<file path="config.mk">
export PLATFORM = sky130hd
export DESIGN_NAME = axi_lite_mem_arbiter
export DESIGN_NICKNAME = d
export VERILOG_FILES = /design/src/rtl/axi_lite_mem_arbiter.sv
export SDC_FILE = /design/constraint.sdc
export NUM_CORES = 1
export LEC_CHECK = 0
export CAP_MARGIN = 40
export CELL_PAD_IN_SITES_DETAIL_PLACEMENT = 2
export CELL_PAD_IN_SITES_GLOBAL_PLACEMENT = 2
export CORE_AREA = 2 2 147 149
export CTS_CLUSTER_DIAMETER = 200
export DETAILED_ROUTE_END_ITERATION = 10
export DIE_AREA = 0 0 149 151
export GPL_TIMING_DRIVEN = 1
export PLACE_DENSITY = 0.95
export SLEW_MARGIN = 20
export SYNTH_ARGS = -nofsm -noshare
export SYNTH_HDL_FRONTEND = slang
export SYNTH_SLANG_ARGS = --single-unit
</file>
<file path="constraint.sdc">
create_clock -name clk -period 2.9 [get_ports clk]
set_input_delay 0.58 -clock clk [delete_from_list [all_inputs] [get_ports clk]]
set_output_delay 0.58 -clock clk [all_outputs]
set_load 0.1 [all_outputs]
</file>
<file path="src/rtl/axi_lite_mem_arbiter.sv">
// rtl/axi_lite_mem_arbiter.sv - Whole-transaction arbiter sharing one AXI-Lite port between IFU and LSU
// Grant is registered in IDLE; all channels of the granted master are routed combinationally downstream.

module axi_lite_mem_arbiter #(
    parameter int ADDR_W = 32,
    parameter int DATA_W = 32,
    parameter int RR_EN  = 0
) (
    input  logic                  clk,
    input  logic                  rst,

    input  logic                  ifu_arvalid,
    output logic                  ifu_arready,
    input  logic [ADDR_W-1:0]     ifu_araddr,
    input  logic [2:0]            ifu_arsize,
    output logic                  ifu_rvalid,
    input  logic                  ifu_rready,
    output logic [DATA_W-1:0]     ifu_rdata,
    output logic [1:0]            ifu_rresp,

    input  logic                  lsu_arvalid,
    output logic                  lsu_arready,
    input  logic [ADDR_W-1:0]     lsu_araddr,
    input  logic [2:0]            lsu_arsize,
    output logic                  lsu_rvalid,
    input  logic                  lsu_rready,
    output logic [DATA_W-1:0]     lsu_rdata,
    output logic [1:0]            lsu_rresp,
    input  logic                  lsu_awvalid,
    output logic                  lsu_awready,
    input  logic [ADDR_W-1:0]     lsu_awaddr,
    input  logic [2:0]            lsu_awsize,
    input  logic                  lsu_wvalid,
    output logic                  lsu_wready,
    input  logic [DATA_W-1:0]     lsu_wdata,
    input  logic [DATA_W/8-1:0]   lsu_wstrb,
    output logic                  lsu_bvalid,
    input  logic                  lsu_bready,
    output logic [1:0]            lsu_bresp,

    output logic                  m_arvalid,
    input  logic                  m_arready,
    output logic [ADDR_W-1:0]     m_araddr,
    output logic [2:0]            m_arsize,
    input  logic                  m_rvalid,
    output logic                  m_rready,
    input  logic [DATA_W-1:0]     m_rdata,
    input  logic [1:0]            m_rresp,
    output logic                  m_awvalid,
    input  logic                  m_awready,
    output logic [ADDR_W-1:0]     m_awaddr,
    output logic [2:0]            m_awsize,
    output logic                  m_wvalid,
    input  logic                  m_wready,
    output logic [DATA_W-1:0]     m_wdata,
    output logic [DATA_W/8-1:0]   m_wstrb,
    input  logic                  m_bvalid,
    output logic                  m_bready,
    input  logic [1:0]            m_bresp,

    output logic                  busy
);

    typedef enum logic [1:0] {
        IDLE   = 2'd0,
        RD_IFU = 2'd1,
        RD_LSU = 2'd2,
        WR_LSU = 2'd3
    } state_t;

    state_t state_q;
    state_t grant_d;
    logic   ar_done_q;
    logic   aw_done_q;
    logic   w_done_q;
    logic   last_rd_lsu_q;
    logic   busy_q;

    logic   ar_hs;
    logic   r_hs;
    logic   aw_hs;
    logic   w_hs;
    logic   b_hs;

    // Writes always win; read contention is fixed-LSU or alternates on the last read served.
    always_comb begin
        grant_d = IDLE;
        if (lsu_awvalid || lsu_wvalid) begin
            grant_d = WR_LSU;
        end else if (lsu_arvalid && ifu_arvalid) begin
            if ((RR_EN != 0) && last_rd_lsu_q) begin
                grant_d = RD_IFU;
            end else begin
                grant_d = RD_LSU;
            end
        end else if (lsu_arvalid) begin
            grant_d = RD_LSU;
        end else if (ifu_arvalid) begin
            grant_d = RD_IFU;
        end
    end

    assign ar_hs = m_arvalid & m_arready;
    assign r_hs  = m_rvalid  & m_rready;
    assign aw_hs = m_awvalid & m_awready;
    assign w_hs  = m_wvalid  & m_wready;
    assign b_hs  = m_bvalid  & m_bready;

    always_ff @(posedge clk or posedge rst) begin
        if (rst) begin
            state_q       <= IDLE;
            ar_done_q     <= 1'b0;
            aw_done_q     <= 1'b0;
            w_done_q      <= 1'b0;
            last_rd_lsu_q <= 1'b0;
            busy_q        <= 1'b0;
        end else begin
            case (state_q)
                IDLE: begin
                    if (grant_d != IDLE) begin
                        state_q <= grant_d;
                        busy_q  <= 1'b1;
                        if (grant_d == RD_LSU) begin
                            last_rd_lsu_q <= 1'b1;
                        end else if (grant_d == RD_IFU) begin
                            last_rd_lsu_q <= 1'b0;
                        end
                    end
                end
                RD_IFU, RD_LSU: begin
                    if (ar_hs) begin
                        ar_done_q <= 1'b1;
                    end
                    if (r_hs) begin
                        state_q   <= IDLE;
                        ar_done_q <= 1'b0;
                        busy_q    <= 1'b0;
                    end
                end
                WR_LSU: begin
                    if (aw_hs) begin
                        aw_done_q <= 1'b1;
                    end
                    if (w_hs) begin
                        w_done_q <= 1'b1;
                    end
                    if (b_hs) begin
                        state_q   <= IDLE;
                        aw_done_q <= 1'b0;
                        w_done_q  <= 1'b0;
                        busy_q    <= 1'b0;
                    end
                end
                default: begin
                    state_q <= IDLE;
                    busy_q  <= 1'b0;
                end
            endcase
        end
    end

    assign busy = busy_q;

    // Everything not belonging to the granted transaction is held at zero, so stray slave
    // responses never reach a master and the slave never sees a ready it was not granted.
    always_comb begin
        ifu_arready = 1'b0;
        ifu_rvalid  = 1'b0;
        ifu_rdata   = '0;
        ifu_rresp   = 2'b00;
        lsu_arready = 1'b0;
        lsu_rvalid  = 1'b0;
        lsu_rdata   = '0;
        lsu_rresp   = 2'b00;
        lsu_awready = 1'b0;
        lsu_wready  = 1'b0;
        lsu_bvalid  = 1'b0;
        lsu_bresp   = 2'b00;
        m_arvalid   = 1'b0;
        m_araddr    = '0;
        m_arsize    = 3'd0;
        m_rready    = 1'b0;
        m_awvalid   = 1'b0;
        m_awaddr    = '0;
        m_awsize    = 3'd0;
        m_wvalid    = 1'b0;
        m_wdata     = '0;
        m_wstrb     = '0;
        m_bready    = 1'b0;
        case (state_q)
            RD_IFU: begin
                m_arvalid   = ifu_arvalid & ~ar_done_q;
                m_araddr    = ifu_araddr;
                m_arsize    = ifu_arsize;
                ifu_arready = m_arready & ~ar_done_q;
                ifu_rvalid  = m_rvalid;
                ifu_rdata   = m_rdata;
                ifu_rresp   = m_rresp;
                m_rready    = ifu_rready;
            end
            RD_LSU: begin
                m_arvalid   = lsu_arvalid & ~ar_done_q;
                m_araddr    = lsu_araddr;
                m_arsize    = lsu_arsize;
                lsu_arready = m_arready & ~ar_done_q;
                lsu_rvalid  = m_rvalid;
                lsu_rdata   = m_rdata;
                lsu_rresp   = m_rresp;
                m_rready    = lsu_rready;
            end
            WR_LSU: begin
                m_awvalid   = lsu_awvalid & ~aw_done_q;
                m_awaddr    = lsu_awaddr;
                m_awsize    = lsu_awsize;
                lsu_awready = m_awready & ~aw_done_q;
                m_wvalid    = lsu_wvalid & ~w_done_q;
                m_wdata     = lsu_wdata;
                m_wstrb     = lsu_wstrb;
                lsu_wready  = m_wready & ~w_done_q;
                lsu_bvalid  = m_bvalid;
                lsu_bresp   = m_bresp;
                m_bready    = lsu_bready;
            end
            default: begin
            end
        endcase
    end

endmodule

</file>
==> key figures <==
Timing
  – Final setup viols: 0
  – Final Skew: 0.00290 ns
  – Setup slack after layout: 0.222 ns
  – Fmax achieved: 373 MHz
  – RSZ-0062 raised after global routing: false
  – Max_slew headroom: 66.2%
  – Fin crit share: between 90% and 100%
  – Fin crit period: 2.68 ns
  – Post-route setup TNS: 0 ns
  – Number of pins exceeding their max-slew limit in the final report: 0
  – Final number of hold-violating endpoints: 0
  – Transition at the pin with the smallest max-transition slack: ~0.5 ns

Floorplanning
  – Die footprint: 22,500 um^2
  – Std-Cell Core Area: between 20,000 and 25,000 um^2
  – Initial Util: 9.30%
  – Die Width: about 150 um
  – Top-level I/O count: 380
  – Standard-cell row count: 53
  – Height of the chip: between 150 and 200 um

Synthesis
  – Largest cells by area after synthesis: and2_1, a22oi_1, nor2b_1, dfrtp_1, clkbuf_1
  – XOR/XNOR Fraction of Synth Area: 0%
  – Nets in the synthesized netlist: between 400 and 500
  – Adder-cell area share of the yosys netlist: 3.23%
  – Count of warnings emitted by yosys: 0
  – Cell area after technology mapping: 1940 um^2
  – Synth area leader: and2_1
  – Most frequent cells after synthesis: and2_1, nor2b_1, a22oi_1
  – Share of the synthesized area in the top cell type: 47.2%
  – Compound-Gate Fraction of Synth Area: between 15 and 20%
  – Most common cell in the netlist: and2_1
  – Post-synthesis sequential area ratio: 7.76%
  – Proportion of synthesized flip-flops having asynchronous set or reset: 100%
  – Simple-Gate Fraction of Synth Area: 63.3%
  – Post-synthesis mux area share: 2.33%
  – Number of different library cells in the post-synthesis netlist: 19
  – #FFs+latches synth: 6
  – Synthesized instance count: 284
  – Largest family of logic cells by synthesized area: simple AND/OR/NAND/NOR gates
  – Mean area per synthesized cell: ~6.8 um^2
  – Most used DFF post-synth: dfrtp_1
  – EDFF count, synth: 0

Pwr
  – Leak: 0.00320 uW
  – Power consumption: roughly 10,000 uW
  – Areal power density over the cells: 1280 nW/um^2
  – Peak VDD IR: 0.608 mV

Placed design
  – Number of buffer cells added on primary ports: 379
  – Dpl cells: 918
  – Post-placement worst setup slack: 0.382 ns
  – GP Congestion: 0.708
  – Hpwl dp: approximately 16 mm

Drt
  – Count of vias placed by the detailed router: 3,547
  – First DRT Iteration DRCs: 50
  – Remaining antenna violation count after routing: 0
  – Vias per inst: 3.85
  – Total DRC errors in the routed layout: 0
  – Length of the first detailed-routing pass in iterations: 4
  – Detail-routed net length per standard cell: 19.1 um
  – Detailed-route wire length: about 18 mm

Critical path
  – Req. time, crit path: 2.32 ns
  – Setup crit end kind: primary output
  – CP Class: flip-flop to primary output
  – Data arrival at the endpoint of the critical path: 2.10 ns
  – Maximum fanout count along the critical path: 45
  – Kind of start point of the critical path: flip-flop

CTS
  – Buffer type at the clock tree root: clkbuf_16
  – Number of resized instances in the post-cts repair step: 0
  – Sinks on the clock net: 6
  – Clock insertion delay at the later pin of the skew report: 0.23 ns
  – Post-CTS setup repair buffer count: 0
  – CTS Hold Buffers Added: 0
  – Clock-pin transition on the worst setup and hold timing paths: 0.04 ns
  – Clock buffer depth: 2
  – Clock buffers created by TritonCTS: 3
  – TritonCTS clock tree: built
  – CTS H-tree lvls: 1

Finish
  – Number of nets at the end of the flow: approximately 840
  – # diodes: 0
  – Final std cells w/o fill: 921
  – Share of final-layout standard cells stronger than drive strength 1: between 30% and 40%
  – Synthesis-to-layout area growth: 318%

Job
  – Reported max-cap violation count: 0

GRT
  – Congestion Overflow GR: 0
  – Number of antenna violations at the first check in global routing: 0
  – Wire length of the first global-routing pass: around 25 mm
  – Maximum number of pins on one net before global-route repair: 46
  – Via count of the first global-routing pass: approximately 4,100
  – GRT Util Overall: 14.7%

Outcome
  – Run status: finished, final reports clean

Min path
  – Worst hold path type: flip-flop to flip-flop
## final timing paths
path / startpoint / end / slack, ns / depth (start not counted)
setup / recovery: state_q[0] / m_arvalid / 0.22 / 7
hold / removal: busy / busy / 0.51 / 1
setup reg to reg: state_q[0] / ar_done_q / 0.72 / 8
hold reg to reg: busy / busy / 0.51 / 1
max in group asynchronous: rst / state_q[1] / 2.07 / 2
min in group asynchronous: rst / state_q[0] / 0.62 / 2
## worst max-delay path, cell delays in order (launching register included)
cell and delay, ns:
dfrtp_1 0.40, inv_1 0.15, ha_2 0.25, buf_12 0.21, mux2i_1 0.39, nor3b_2 0.08
buf_4 0.16, buf_12 0.16
## layer usage
layer / up-vias / GRT usage (%) / share of wire, %
li1: 1649 / - / -
met1: 1661 / 14.3 / 33
met2: 229 / 30.3 / 56
met3: 8 / 5.12 / 11
met4: 0 / 1.62 / 0.70
met5: - / 0 / 0
## cells in the final DEF (no fill, tap or decap)
cell type	n
clkdlybuf4s50_1	190
buf_12	190
and2_1	146
a22oi_1	35
nor2b_2	35
and3b_1	7
buf_4	7
a21oi_1	6
dfrtp_1	6
mux2i_1	3
inv_1	3
ha_2	3
clkbuf_16	3
nand2_1	2
ha_1	2
a22o_4	1
nor3_1	1
a221o_1	1
mux2_4	1
nor3b_2	1
nand2b_1	1
nor2b_1	1
o31ai_1	1
## logic make-up after synthesis
group / after synthesis
compound gates: 44
flops: 6
mux: 4
buf+inv: 31
simple gates: 194
fa+ha+maj: 5
## area by class of cell
cell class              count  area [um^2]
flip-flops and latches      6          150
well taps                 275          344
multi-input cells         247         1760
fillers                  2144        12700
inverters                   3         11.3
clock buffers               3         75.1
repair buffers            387         5760
## power breakdown
group	switching (uW)	total (uW)	leakage [uW]	internal, uW
Combinational	6500	9940	0.00309	3440
Sequential	44.4	172	0.0000735	127
Clock	53.7	231	0.0000370	178
Total	6600	10300	0.00320	3740
## per-stage QoR
| stage | area [um^2] | utilization (%) | hold slack [ns] |
|---|---|---|---|
| floorplan | 2030 | - | 0.371 |
| global placement | 8030 | 38.5 | 0.502 |
| detailed placement | 8030 | 38.5 | 0.504 |
| CTS | 8100 | 38.9 | 0.515 |
| global route | 8100 | 38.9 | 0.542 |
| finish | 8100 | 38.9 | 0.514 |
## state kept, by name, summed over array words and instances (netlist names)
name / flops
state_q: 2
ar_done_q: 1
aw_done_q: 1
busy: 1
w_done_q: 1
No activity file was read; power rests on OpenSTA's default activity.
